File: config.mk
export PLATFORM = sky130hd
export DESIGN_NAME = vcr_display_scheduler_flat
export DESIGN_NICKNAME = d
export VERILOG_FILES = /design/src/rtl/vcr_pkg.sv /design/src/rtl/vcr_display_scheduler_if.sv /design/src/rtl/vcr_scan_counter.sv /design/src/rtl/vcr_display_scheduler.sv /design/src/flat_wrapper.sv
export SDC_FILE = /design/constraint.sdc
export NUM_CORES = 1
export LEC_CHECK = 0
export CAP_MARGIN = 0
export CORE_MARGIN = 1.5
export CORE_UTILIZATION = 63
export DETAILED_ROUTE_END_ITERATION = 8
export GPL_TIMING_DRIVEN = 1
export PLACE_DENSITY_LB_ADDON = 0.15
export SLEW_MARGIN = 0
export SYNTH_ARGS = -nofsm -noshare
export SYNTH_HDL_FRONTEND = slang
export SYNTH_SLANG_ARGS = --single-unit
export TNS_END_PERCENT = 30
File: constraint.sdc
create_clock -name clk -period 3.15 [get_ports clk]
set_clock_uncertainty 0.2 [all_clocks]
set_input_delay 0.7875 -clock clk [delete_from_list [all_inputs] [get_ports clk]]
set_output_delay 0.7875 -clock clk [all_outputs]
set_load 0.01 [all_outputs]
File: src/rtl/vcr_pkg.sv
// Shared types and key codes for the VCR display scheduler.
package vcr_pkg;

  typedef enum logic [1:0] {BLANK, ENTRY, FULL} sched_state_t;

  localparam logic [3:0] CODE_CLEAR     = 4'hA;
  localparam logic [3:0] CODE_BKSP      = 4'hB;
  localparam logic [3:0] CODE_DIGIT_MAX = 4'h9;

  // Bit width needed to hold 0..count-1, never less than one bit.
  function automatic int width_of(input int count);
    return (count > 1) ? $clog2(count) : 1;
  endfunction

endpackage

File: src/rtl/vcr_display_scheduler_if.sv
// Key input and display output bundle between the IR decoder side and the scheduler.
interface vcr_display_scheduler_if #(
  parameter int NUM_DIGITS = 4
);
  localparam int COUNT_W = $clog2(NUM_DIGITS + 1);

  logic                  code_valid;
  logic [3:0]            code;
  logic [3:0]            digit_data;
  logic [NUM_DIGITS-1:0] digit_sel;
  logic                  blank;
  logic [COUNT_W-1:0]    entry_count;
  logic                  overflow;
  logic                  timeout;

  modport master (
    output code_valid, code,
    input  digit_data, digit_sel, blank, entry_count, overflow, timeout
  );

  modport slave (
    input  code_valid, code,
    output digit_data, digit_sel, blank, entry_count, overflow, timeout
  );
endinterface

File: src/rtl/vcr_scan_counter.sv
// Slot timer for display multiplexing: SCAN_DIV clocks per slot, NUM_DIGITS slots.
module vcr_scan_counter
  import vcr_pkg::*;
#(
  parameter int SCAN_DIV   = 25,
  parameter int NUM_DIGITS = 4,
  parameter int INDEX_W    = width_of(NUM_DIGITS)
) (
  input  logic               clk,
  input  logic               reset,
  output logic [INDEX_W-1:0] index,
  output logic               wrap
);
  localparam int DIV_W = width_of(SCAN_DIV);

  logic [DIV_W-1:0]   div_reg;
  logic [INDEX_W-1:0] index_reg;

  assign wrap = (div_reg == DIV_W'(SCAN_DIV - 1));

  // index is the slot that becomes active on the coming wrap edge
  assign index = (index_reg == INDEX_W'(NUM_DIGITS - 1)) ? '0 : index_reg + 1'b1;

  always_ff @(posedge clk or posedge reset) begin
    if (reset) begin
      div_reg   <= '0;
      index_reg <= '0;
    end else if (wrap) begin
      div_reg   <= '0;
      index_reg <= index;
    end else begin
      div_reg   <= div_reg + 1'b1;
    end
  end
endmodule

File: src/rtl/vcr_display_scheduler.sv
// Keypress-to-digit-buffer controller with idle blanking and multiplexed display scan.
// Optional build macro LEADING_ZERO_BLANK_EN blanks slots above the entered digit count.
module vcr_display_scheduler
  import vcr_pkg::*;
#(
  parameter int NUM_DIGITS    = 4,
  parameter int SCAN_DIV      = 25,
  parameter int TIMEOUT_TICKS = 50000
) (
  input  logic                    clk,
  input  logic                    reset,
  vcr_display_scheduler_if.slave  bus
);
  localparam int COUNT_W = $clog2(NUM_DIGITS + 1);
  localparam int INDEX_W = width_of(NUM_DIGITS);
  localparam int IDLE_W  = width_of(TIMEOUT_TICKS);
  localparam logic [COUNT_W-1:0]    COUNT_FULL = COUNT_W'(NUM_DIGITS);
  localparam logic [IDLE_W-1:0]     IDLE_LAST  = IDLE_W'(TIMEOUT_TICKS - 1);
  localparam logic [NUM_DIGITS-1:0] SEL_SLOT0  = ~NUM_DIGITS'(1);

  sched_state_t          state_reg, state_next;
  logic [3:0]            digit_buf_reg  [NUM_DIGITS];
  logic [3:0]            digit_buf_next [NUM_DIGITS];
  logic [3:0]            shift_in       [NUM_DIGITS];
  logic [3:0]            shift_out      [NUM_DIGITS];
  logic [COUNT_W-1:0]    count_reg, count_next, count_inc;
  logic [IDLE_W-1:0]     idle_reg, idle_next;
  logic                  prev_valid_reg;
  logic                  overflow_reg, overflow_next;
  logic                  timeout_reg, timeout_next;
  logic [NUM_DIGITS-1:0] sel_reg, sel_next;
  logic [3:0]            data_reg, data_next;
  logic                  blank_reg, blank_next;
  logic [INDEX_W-1:0]    scan_index;
  logic                  scan_wrap;
  logic                  key_event, is_digit, is_clear, is_bksp, accepted;

  vcr_scan_counter #(
    .SCAN_DIV   (SCAN_DIV),
    .NUM_DIGITS (NUM_DIGITS),
    .INDEX_W    (INDEX_W)
  ) u_scan (
    .clk   (clk),
    .reset (reset),
    .index (scan_index),
    .wrap  (scan_wrap)
  );

  assign key_event = bus.code_valid & ~prev_valid_reg;
  assign is_digit  = (bus.code <= CODE_DIGIT_MAX);
  assign is_clear  = (bus.code == CODE_CLEAR);
  assign is_bksp   = (bus.code == CODE_BKSP);
  assign accepted  = key_event & (is_digit | is_clear | is_bksp);
  assign count_inc = count_reg + 1'b1;

  // Precomputed buffer images for a digit shift-in and a backspace shift-down
  generate
    for (genvar gi = 0; gi < NUM_DIGITS; gi++) begin : g_shift
      if (gi == 0) begin : g_lsd
        assign shift_in[gi] = bus.code;
      end else begin : g_in
        assign shift_in[gi] = digit_buf_reg[gi-1];
      end
      if (gi == NUM_DIGITS - 1) begin : g_msd
        assign shift_out[gi] = '0;
      end else begin : g_out
        assign shift_out[gi] = digit_buf_reg[gi+1];
      end
    end
  endgenerate

  always_ff @(posedge clk or posedge reset) begin
    if (reset) begin
      state_reg      <= BLANK;
      digit_buf_reg  <= '{default: '0};
      count_reg      <= '0;
      idle_reg       <= '0;
      prev_valid_reg <= 1'b0;
      overflow_reg   <= 1'b0;
      timeout_reg    <= 1'b0;
      sel_reg        <= SEL_SLOT0;
      data_reg       <= '0;
      blank_reg      <= 1'b1;
    end else begin
      state_reg      <= state_next;
      digit_buf_reg  <= digit_buf_next;
      count_reg      <= count_next;
      idle_reg       <= idle_next;
      prev_valid_reg <= bus.code_valid;
      overflow_reg   <= overflow_next;
      timeout_reg    <= timeout_next;
      if (scan_wrap) begin
        sel_reg   <= sel_next;
        data_reg  <= data_next;
        blank_reg <= blank_next;
      end
    end
  end

  always_comb begin
    state_next     = state_reg;
    digit_buf_next = digit_buf_reg;
    count_next     = count_reg;
    idle_next      = idle_reg;
    overflow_next  = 1'b0;
    timeout_next   = 1'b0;
    if (accepted) begin
      // Any accepted key, including a dropped digit, restarts the idle timer
      idle_next = '0;
      unique case (state_reg)
        BLANK: begin
          if (is_digit) begin
            digit_buf_next = shift_in;
            count_next     = COUNT_W'(1);
            state_next     = (NUM_DIGITS == 1) ? FULL : ENTRY;
          end
        end
        ENTRY: begin
          if (is_digit) begin
            digit_buf_next = shift_in;
            count_next     = count_inc;
            if (count_inc == COUNT_FULL) state_next = FULL;
          end else if (is_clear || count_reg == COUNT_W'(1)) begin
            digit_buf_next = '{default: '0};
            count_next     = '0;
            state_next     = BLANK;
          end else begin
            digit_buf_next = shift_out;
            count_next     = count_reg - 1'b1;
          end
        end
        FULL: begin
          if (is_digit) begin
            overflow_next = 1'b1;
          end else if (is_clear) begin
            digit_buf_next = '{default: '0};
            count_next     = '0;
            state_next     = BLANK;
          end else begin
            digit_buf_next = shift_out;
            count_next     = COUNT_FULL - 1'b1;
            state_next     = ENTRY;
          end
        end
        default: ;
      endcase
    end else if (state_reg == BLANK) begin
      idle_next = '0;
    end else if (idle_reg == IDLE_LAST) begin
      idle_next      = '0;
      digit_buf_next = '{default: '0};
      count_next     = '0;
      state_next     = BLANK;
      timeout_next   = 1'b1;
    end else begin
      idle_next = idle_reg + 1'b1;
    end
  end

  always_comb begin
    sel_next             = '1;
    sel_next[scan_index] = 1'b0;
    data_next            = digit_buf_reg[scan_index];
    if (state_reg == BLANK) begin
      blank_next = 1'b1;
    end else begin
`ifdef LEADING_ZERO_BLANK_EN
      blank_next = (int'(scan_index) >= int'(count_reg));
`else
      blank_next = 1'b0;
`endif
    end
  end

  assign bus.digit_sel   = sel_reg;
  assign bus.digit_data  = data_reg;
  assign bus.blank       = blank_reg;
  assign bus.entry_count = count_reg;
  assign bus.overflow    = overflow_reg;
  assign bus.timeout     = timeout_reg;
endmodule

File: src/flat_wrapper.sv
// flat-port wrapper written by rule: the top's interface ports become plain ports
module vcr_display_scheduler_flat import vcr_pkg::*;
#(
  parameter int NUM_DIGITS    = 4,
  parameter int SCAN_DIV      = 25,
  parameter int TIMEOUT_TICKS = 50000
)
  (clk, reset, bus_code_valid, bus_code, bus_digit_data, bus_digit_sel, bus_blank, bus_entry_count, bus_overflow, bus_timeout);
  vcr_display_scheduler_if #(.NUM_DIGITS(NUM_DIGITS)) bus_i ();
  input  logic clk;
  input  logic reset;
  input wire logic [$bits(bus_i.code_valid)-1:0] bus_code_valid;
  input wire logic [$bits(bus_i.code)-1:0] bus_code;
  output wire logic [$bits(bus_i.digit_data)-1:0] bus_digit_data;
  output wire logic [$bits(bus_i.digit_sel)-1:0] bus_digit_sel;
  output wire logic [$bits(bus_i.blank)-1:0] bus_blank;
  output wire logic [$bits(bus_i.entry_count)-1:0] bus_entry_count;
  output wire logic [$bits(bus_i.overflow)-1:0] bus_overflow;
  output wire logic [$bits(bus_i.timeout)-1:0] bus_timeout;
  assign bus_i.code_valid = bus_code_valid;
  assign bus_i.code = bus_code;
  assign bus_digit_data = bus_i.digit_data;
  assign bus_digit_sel = bus_i.digit_sel;
  assign bus_blank = bus_i.blank;
  assign bus_entry_count = bus_i.entry_count;
  assign bus_overflow = bus_i.overflow;
  assign bus_timeout = bus_i.timeout;
  vcr_display_scheduler #(.NUM_DIGITS(NUM_DIGITS), .SCAN_DIV(SCAN_DIV), .TIMEOUT_TICKS(TIMEOUT_TICKS)) u_core (.clk(clk), .reset(reset), .bus(bus_i));
endmodule
==> key figures, run 1 <==
Synthesis
  – Netlist Area Pre-Place: 3010 sq um
  – Synth Net Count: 287
  – Post-synth EDFFs: 0
  – Ys async rst share: 1.00
  – Avg Inst Size Synth: between 10 and 15 sq um
  – Ys Warns: 0
  – Synth area leader: dfrtp_1
  – Synth top area share: 0.433
  – Synth Register Bits: 56
  – Sequential share of the synthesized area: 0.468
  – Top_reg_cell synth: dfrtp_1
  – Area contributors post-synth: dfrtp_1 43%, ha_1 5.8%, a221o_1 4.0%, dfstp_2 3.5%, nor2_4 3.4%
  – Distinct cells, synth: just over 50
  – Syn Inst Count: 266

Route
  – Number of nets with antenna violations after routing: 0
  – Routed WL per cell: approximately 15 um
  – Via count: 2024
  – First drt pass iteration count: 4
  – Residual DRC: 0
  – 1st-iter DRT viols: about 110
  – Total routed wirelength: roughly 5.2 mm
  – Vias per cell: 5.95

Clock network
  – Clk_lat worst skew: 0.30 ns
  – PostCTS Resize Cnt: 0
  – Post-CTS Setup Inserts: 0
  – Sink Count: between 50 and 60
  – Clock root buffer: clkbuf_8
  – H-tree levels: 2
  – CTS tree: done
  – Inserted Clock Buffers: 5
  – Post-cts hold buffer count: 0
  – CTS max path bufs: 2
  – Clk pin slew, worst setup/hold paths: roughly 0.1 ns

Global routing
  – All-Layer GR Usage: 0.227
  – Gr ovfl total: 0
  – Initial antenna violation count: 0
  – First-pass GRT wire length: 9.09 mm
  – Number of global-route vias before repair: between 1500 and 2000
  – Largest net degree at the start of global routing: 27

Timing
  – Final hold violation count: 0
  – Setup violators final: 0
  – Tmin final: between 2 and 3 ns
  – Max Slew Vio Count: 0
  – Slew headroom: 0.486
  – Fin Setup TNS: 0 ns
  – Slew of the pin with the lowest slew margin: ~0.77 ns
  – Part of the cycle the worst path needs: 0.897
  – RSZ-0062 raised after global routing: false
  – Max Freq: 354 MHz

Critical path
  – Reg2Reg Setup Slack: 0.69 ns
  – CP Launch Type: input pin
  – CP required: 3.19 ns
  – Reg2reg start: u_core.state_reg[1]
  – FF-to-FF End: u_core.digit_buf_reg[11]
  – CP arrival: between 2 and 3 ns
  – Setup crit end kind: register
  – Critical path type: input pin to register
  – CP max FO: 11
  – Worst reg2reg path depth: 7

Power and ir drop
  – VDD IR-drop max: between 0.0003 and 0.0004 V
  – Power Density: a little under 700 nW/um^2
  – Clk pwr share: 0.172
  – Pwr Total: roughly 2.2 mW
  – Switching power: around 790 uW
  – Flop pwr share: 0.470
  – Int Pwr: about 1.4 mW
  – Sw frac: 0.353
  – Comb power frac: 0.357
  – Static leakage: between 1 and 1.5 nW

Floorplanning
  – Total I/O pin count: 21
  – Core Area: between 4000 and 5000 sq um
  – Die area: 5200 sq um
  – Die Y: ~72 um
  – Starting Density: 0.672
  – Row count: 24
  – Die width: 72.1 um

Cells and area
  – Area delta synth->final: 9.86%
  – Most frequent cells in the layout: 52 x dfrtp_1, 20 x clkdlybuf4s50_1, 16 x inv_1, 15 x nand2_1, 14 x ha_1
  – Multi-input logic area: 1440 sq um
  – FF+latch area: roughly 1400 sq um
  – Fin area: approximately 3300 sq um
  – Number of fill cells: between 300 and 400
  – ANT cells: 0
  – Final Net Count: roughly 310
  – Fraction of layout cells with a size suffix above 1: 0.156
  – Most common cell after layout, fill and taps aside: dfrtp_1

Place
  – Post-DP HPWL: roughly 3.8 mm
  – IO buf count: 20
  – RePlAce Congestion: about 0.83
  – Post-DP Area: about 3200 sq um

Min path
  – Hold wc startpoint: u_core.bus.digit_sel[1]
  – Worst hold path depth: 2
  – Hold EP: u_core.bus.digit_sel[1]
  – Min-Delay Path Class: register to register

Flow run
  – Max-Cap Viols: 0

Run status
  – Outcome: finished, final reports clean
[power groups by stage]
stage	combinational [mW]	clock [mW]	sequential (mW)
6_report	0.794	0.383	1.05
5_1_grt	0.881	0.431	1.07
4_1_cts	0.793	0.396	1.04
3_5_place_dp	0.791	0	1.05
3_3_place_gp	0.776	0	1.05
2_1_floorplan	0.618	0	1.03
[routing by layer]
metal  global-route usage  vias up  share of wire
met5                    0        -              0
met1                0.313     1003           0.47
li1                     -      982              -
met3               0.0597        4          0.032
met4               0.0566        0         0.0084
met2                0.362       35           0.49
[cell usage after synthesis, types with 3 or more instances]
library cell  instances
mux4_2                4
ha_1                 14
a21oi_1               8
xor2_1                5
and2_1               10
mux2_2                5
buf_6                 4
o21ai_0              11
and3_1                3
and2_0                5
nor3_1                5
dfstp_2               4
or3_1                 4
inv_1                17
clkbuf_1              3
nor2_1               11
nand3_1               6
nand2_1              15
a221o_1              12
a22o_1                7
nor2_4                9
nor2b_1               4
dfrtp_1              52
xnor2_1              10
[through the flow]
stage / utilization / hold slack [ns] / worst slack (ns) / std cells
after floorplan: - / 0.276 / 0.798 / 266
after global placement: 0.719 / 0.265 / 0.150 / 332
after detailed placement: 0.719 / 0.276 / 0.0344 / 332
after CTS: 0.739 / 0.290 / 0.354 / 340
after global routing: 0.739 / 0.320 / 0.201 / 340
final: 0.739 / 0.285 / 0.324 / 340
[critical path: stages]
cell	delay, ns
clkdlybuf4s50_1	0.58
a21oi_1	0.47
nand4_1	0.18
nor2_1	0.59
a221o_1	0.26
[cells by family (layout without fill, tap and decap cells)]
family | Yosys count | in the layout | share of synthesized area
DFF | 56 | 56 | 0.468
AOI/OAI and AO/OA | 52 | 52 | 0.131
and+or+nand+nor | 89 | 89 | 0.189
muxes | 11 | 11 | 0.0553
buffers and inverters | 29 | 51 | 0.0549
adders and majority gates | 14 | 14 | 0.0582
xor gates and xnor gates | 15 | 15 | 0.0437
[worst max-delay path by stage]
stage	from	to	cells past startpoint
after floorplan	reset	u_core.bus.digit_data[0]	1
after global placement	bus_code[3]	u_core.digit_buf_reg[14]	5
after detailed placement	bus_code[3]	u_core.digit_buf_reg[8]	5
after CTS	bus_code[3]	u_core.digit_buf_reg[11]	5
after global routing	bus_code[3]	u_core.digit_buf_reg[11]	5
final	bus_code[2]	u_core.digit_buf_reg[11]	5
[area by class of cell]
class,count,area share
inverter,17,0.0193
timing repair buffer,26,0.0742
clock inverter,3,0.00568
tap,52,0.0197
multi-input combinational,181,0.435
sequential,56,0.426
clock buffer,5,0.0208
(Power assumes the default switching activity.)
==> run 2, diff against run 1 <==
--- a/config.mk
+++ b/config.mk
@@ -8,11 +8,14 @@
 export CAP_MARGIN = 0
 export CORE_MARGIN = 1.5
 export CORE_UTILIZATION = 63
+export CTS_BUF_LIST = sky130_fd_sc_hd__clkbuf_16
+export CTS_CLUSTER_SIZE = 8
 export DETAILED_ROUTE_END_ITERATION = 8
 export GPL_TIMING_DRIVEN = 1
 export PLACE_DENSITY_LB_ADDON = 0.15
 export SLEW_MARGIN = 0
 export SYNTH_ARGS = -nofsm -noshare
 export SYNTH_HDL_FRONTEND = slang
+export SYNTH_HIERARCHICAL = 1
 export SYNTH_SLANG_ARGS = --single-unit
 export TNS_END_PERCENT = 30
==> run 2 against run 1 <==
  * Synthesized cell count fell by 3.8%
  * Hold slack worse by 0.016 ns
  * Non-clock buffer count is 4 lower
  * Via count rose by 1.9%
  * Critical path depth is 1 higher
  * Sequential power hardly changed
  * Critical path type unchanged
==> key figures, run 2 <==
Critical path
  – CP Launch Type: input pin
  – Setup crit end kind: register
  – CP max stage cell: clkdlybuf4s50_1
  – Critical path type: input pin to register
  – CP arrival: 2.69 ns
  – CP required: about 3.1 ns
  – CP max FO: 19
  – Buffer and inverter count on the worst path: 1
  – Worst path cell trace: clkdlybuf4s50_1 > o21ai_2 > and3_2 > nor2_4 > o21ai_4 > a221o_2
  – Kind of cell adding the most delay to the critical path: compound AO/OA/AOI/OAI gates
  – Slowest stage delay, CP: around 0.62 ns

Route
  – Vias per cell: roughly 6.2
  – Total routed wirelength: about 5.4 mm
  – Via count: roughly 2100
  – 1st-iter DRT viols: 117
  – Residual DRC: 0
  – Number of nets with antenna violations after routing: 0
  – Routed WL per cell: 16.4 um
  – First drt pass iteration count: 4

Place
  – IO buf count: 20
  – Post-DP HPWL: 3.75 mm
  – RePlAce Congestion: between 0.8 and 0.9

Clock network
  – Post-cts hold buffer count: 0
  – Sink Count: between 50 and 60
  – Clk_lat worst skew: 0.29 ns
  – CTS max path bufs: 2
  – CTS tree: done
  – PostCTS Resize Cnt: 0
  – Clk pin slew, worst setup/hold paths: roughly 0.070 ns
  – Inserted Clock Buffers: 5
  – Post-CTS Setup Inserts: 0
  – H-tree levels: 2
  – Clock root buffer: clkbuf_16

Synthesis
  – Syn Inst Count: 256
  – Synth top cells by count: 52 x dfrtp_1, 24 x nor2_1, 18 x nand2_1, 13 x inv_1, 11 x ha_1
  – Sequential share of the synthesized area: 0.477
  – Top_reg_cell synth: dfrtp_1
  – Avg Inst Size Synth: 11.5 sq um
  – Netlist Area Pre-Place: around 2900 sq um
  – Ys async rst share: 1.00
  – Synth Net Count: between 200 and 300
  – Distinct cells, synth: between 60 and 70
  – Most frequent cell after synthesis: dfrtp_1
  – Post-synth EDFFs: 0
  – Synth Register Bits: 56
  – Synth area leader: dfrtp_1
  – Area contributors post-synth: dfrtp_1 44%, ha_1 4.7%, dfstp_2 3.6%, a221o_2 3.1%, mux4_2 3.1%
  – Ys Warns: 6
  – Synth top area share: 0.442

Timing
  – Max Slew Vio Count: 0
  – Slew of the pin with the lowest slew margin: just over 0.6 ns
  – Fin Setup TNS: 0 ns
  – Part of the cycle the worst path needs: 0.862
  – Setup violators final: 0
  – Slew headroom: 0.591
  – Final hold violation count: 0
  – Tmin final: around 2.7 ns
  – Max Freq: roughly 370 MHz
  – RSZ-0062 raised after global routing: false

Run status
  – Outcome: finished, final reports clean

Cells and area
  – Final Net Count: around 300
  – Core Util, Final: 0.755
  – Most common cell after layout, fill and taps aside: dfrtp_1
  – Fraction of layout cells with a size suffix above 1: 0.201
  – Area delta synth->final: 13.0%
  – ANT cells: 0
  – Most frequent cells in the layout: 52 x dfrtp_1, 24 x nor2_1, 20 x clkdlybuf4s50_1, 18 x nand2_1, 12 x inv_1

Floorplanning
  – Starting Density: 0.668
  – Die Y: roughly 70 um
  – Core Area: 4410 sq um
  – Die width: 71.4 um
  – Total I/O pin count: 21
  – Row count: 24
  – Die area: slightly above 5000 sq um

Power and ir drop
  – VDD IR-drop max: about 0.00048 V
  – Static leakage: 1.53 nW
  – Power Density: 701 nW/um^2

Global routing
  – Initial antenna violation count: 0
  – Gr ovfl total: 0
  – Largest net degree at the start of global routing: 26
  – Number of global-route vias before repair: between 2000 and 2500
  – First-pass GRT wire length: approximately 9.5 mm
  – All-Layer GR Usage: 0.237
  – GR Util met3: 0.0422
  – GRT busiest layer: met2
  – Global-route met2 utilization: 0.365
  – Grt met1 use: 0.336

Flow run
  – Max-Cap Viols: 0

Min path
  – Min-Delay Path Class: register to register
-- run 2: changes by cell type in the layout (fill, tap and decap cells not counted), moves of 5 or more --
| cell | previous run | this run |
|---|---|---|
| buf_4 | 6 | 1 |
| a221o_1 | 12 | 3 |
| a22o_2 | 0 | 5 |
| clkbuf_16 | 0 | 5 |
| and2_0 | 5 | 0 |
| o21ai_0 | 11 | 3 |
| a221o_2 | 0 | 8 |
| nor2_4 | 9 | 1 |
| clkbuf_8 | 5 | 0 |
| a22o_1 | 7 | 1 |
| nor2_1 | 11 | 24 |
-- run 2: final timing paths --
path                                startpoint                  endpoint  slack (ns)  cells past startpoint
setup reg to reg           u_core/state_reg[0]  u_core/digit_buf_reg[10]        0.74                      6
hold / removal              u_core/idle_reg[0]        u_core/idle_reg[0]        0.27                      1
setup / recovery                   bus_code[3]  u_core/digit_buf_reg[10]        0.44                      6
min in group asynchronous                reset  u_core/u_scan/div_reg[0]        0.58                      2
max in group asynchronous                reset   u_core/bus.digit_sel[1]        1.46                      3
hold reg to reg             u_core/idle_reg[0]        u_core/idle_reg[0]        0.27                      1
-- run 2: layout make-up --
class / count / area (sq um)
Tap cell: 52 / 65.1
Sequential cell: 56 / 1410
Clock buffer: 5 / 125
Timing Repair Buffer: 22 / 228
Clock inverter: 2 / 12.5
Multi-Input combinational cell: 180 / 1450
Inverter: 13 / 48.8
Fill cell: 305 / 1080
-- run 2: cell families after synthesis --
kind of cell / count (synthesis) / share of synthesized area
XOR/XNOR: 15 / 0.0446
AO/OA/AOI/OAI: 51 / 0.155
flip-flops: 56 / 0.477
buffers and inverters: 20 / 0.0323
adder cells (fa/ha/maj): 11 / 0.0467
AND/OR/NAND/NOR: 90 / 0.178
multiplexers: 13 / 0.0667
-- run 2: power by group --
part | internal (mW) | switching [mW]
combinational | 0.396 | 0.371
sequential | 0.890 | 0.150
clock | 0.289 | 0.238
total | 1.57 | 0.760
-- run 2: stage by stage --
stage | total power, mW | cells | instance area, sq um | hold WS (ns) | setup WS [ns]
6_report | 2.33 | 330 | 3330 | 0.268 | 0.436
5_1_grt | 2.47 | 330 | 3330 | 0.299 | 0.355
4_1_cts | 2.34 | 330 | 3330 | 0.272 | 0.462
3_5_place_dp | 1.81 | 323 | 3190 | 0.262 | 0.161
3_3_place_gp | 1.79 | 323 | 3190 | 0.260 | 0.229
2_1_floorplan | 1.56 | 256 | 2950 | 0.233 | 0.884
-- run 2: worst register-to-register path: stages (launching register included) --
cell      delay, ns
dfrtp_1        0.38
inv_1          0.09
ha_1           0.32
o311ai_0       0.53
nor2_1         0.17
and3_4         0.26
a221o_2        0.35
-- run 2: per-layer routing --
layer / routed length, um / share of wire
met2: 2680 / 0.49
met1: 2460 / 0.45
met5: 0 / 0
met4: 106 / 0.020
met3: 175 / 0.032
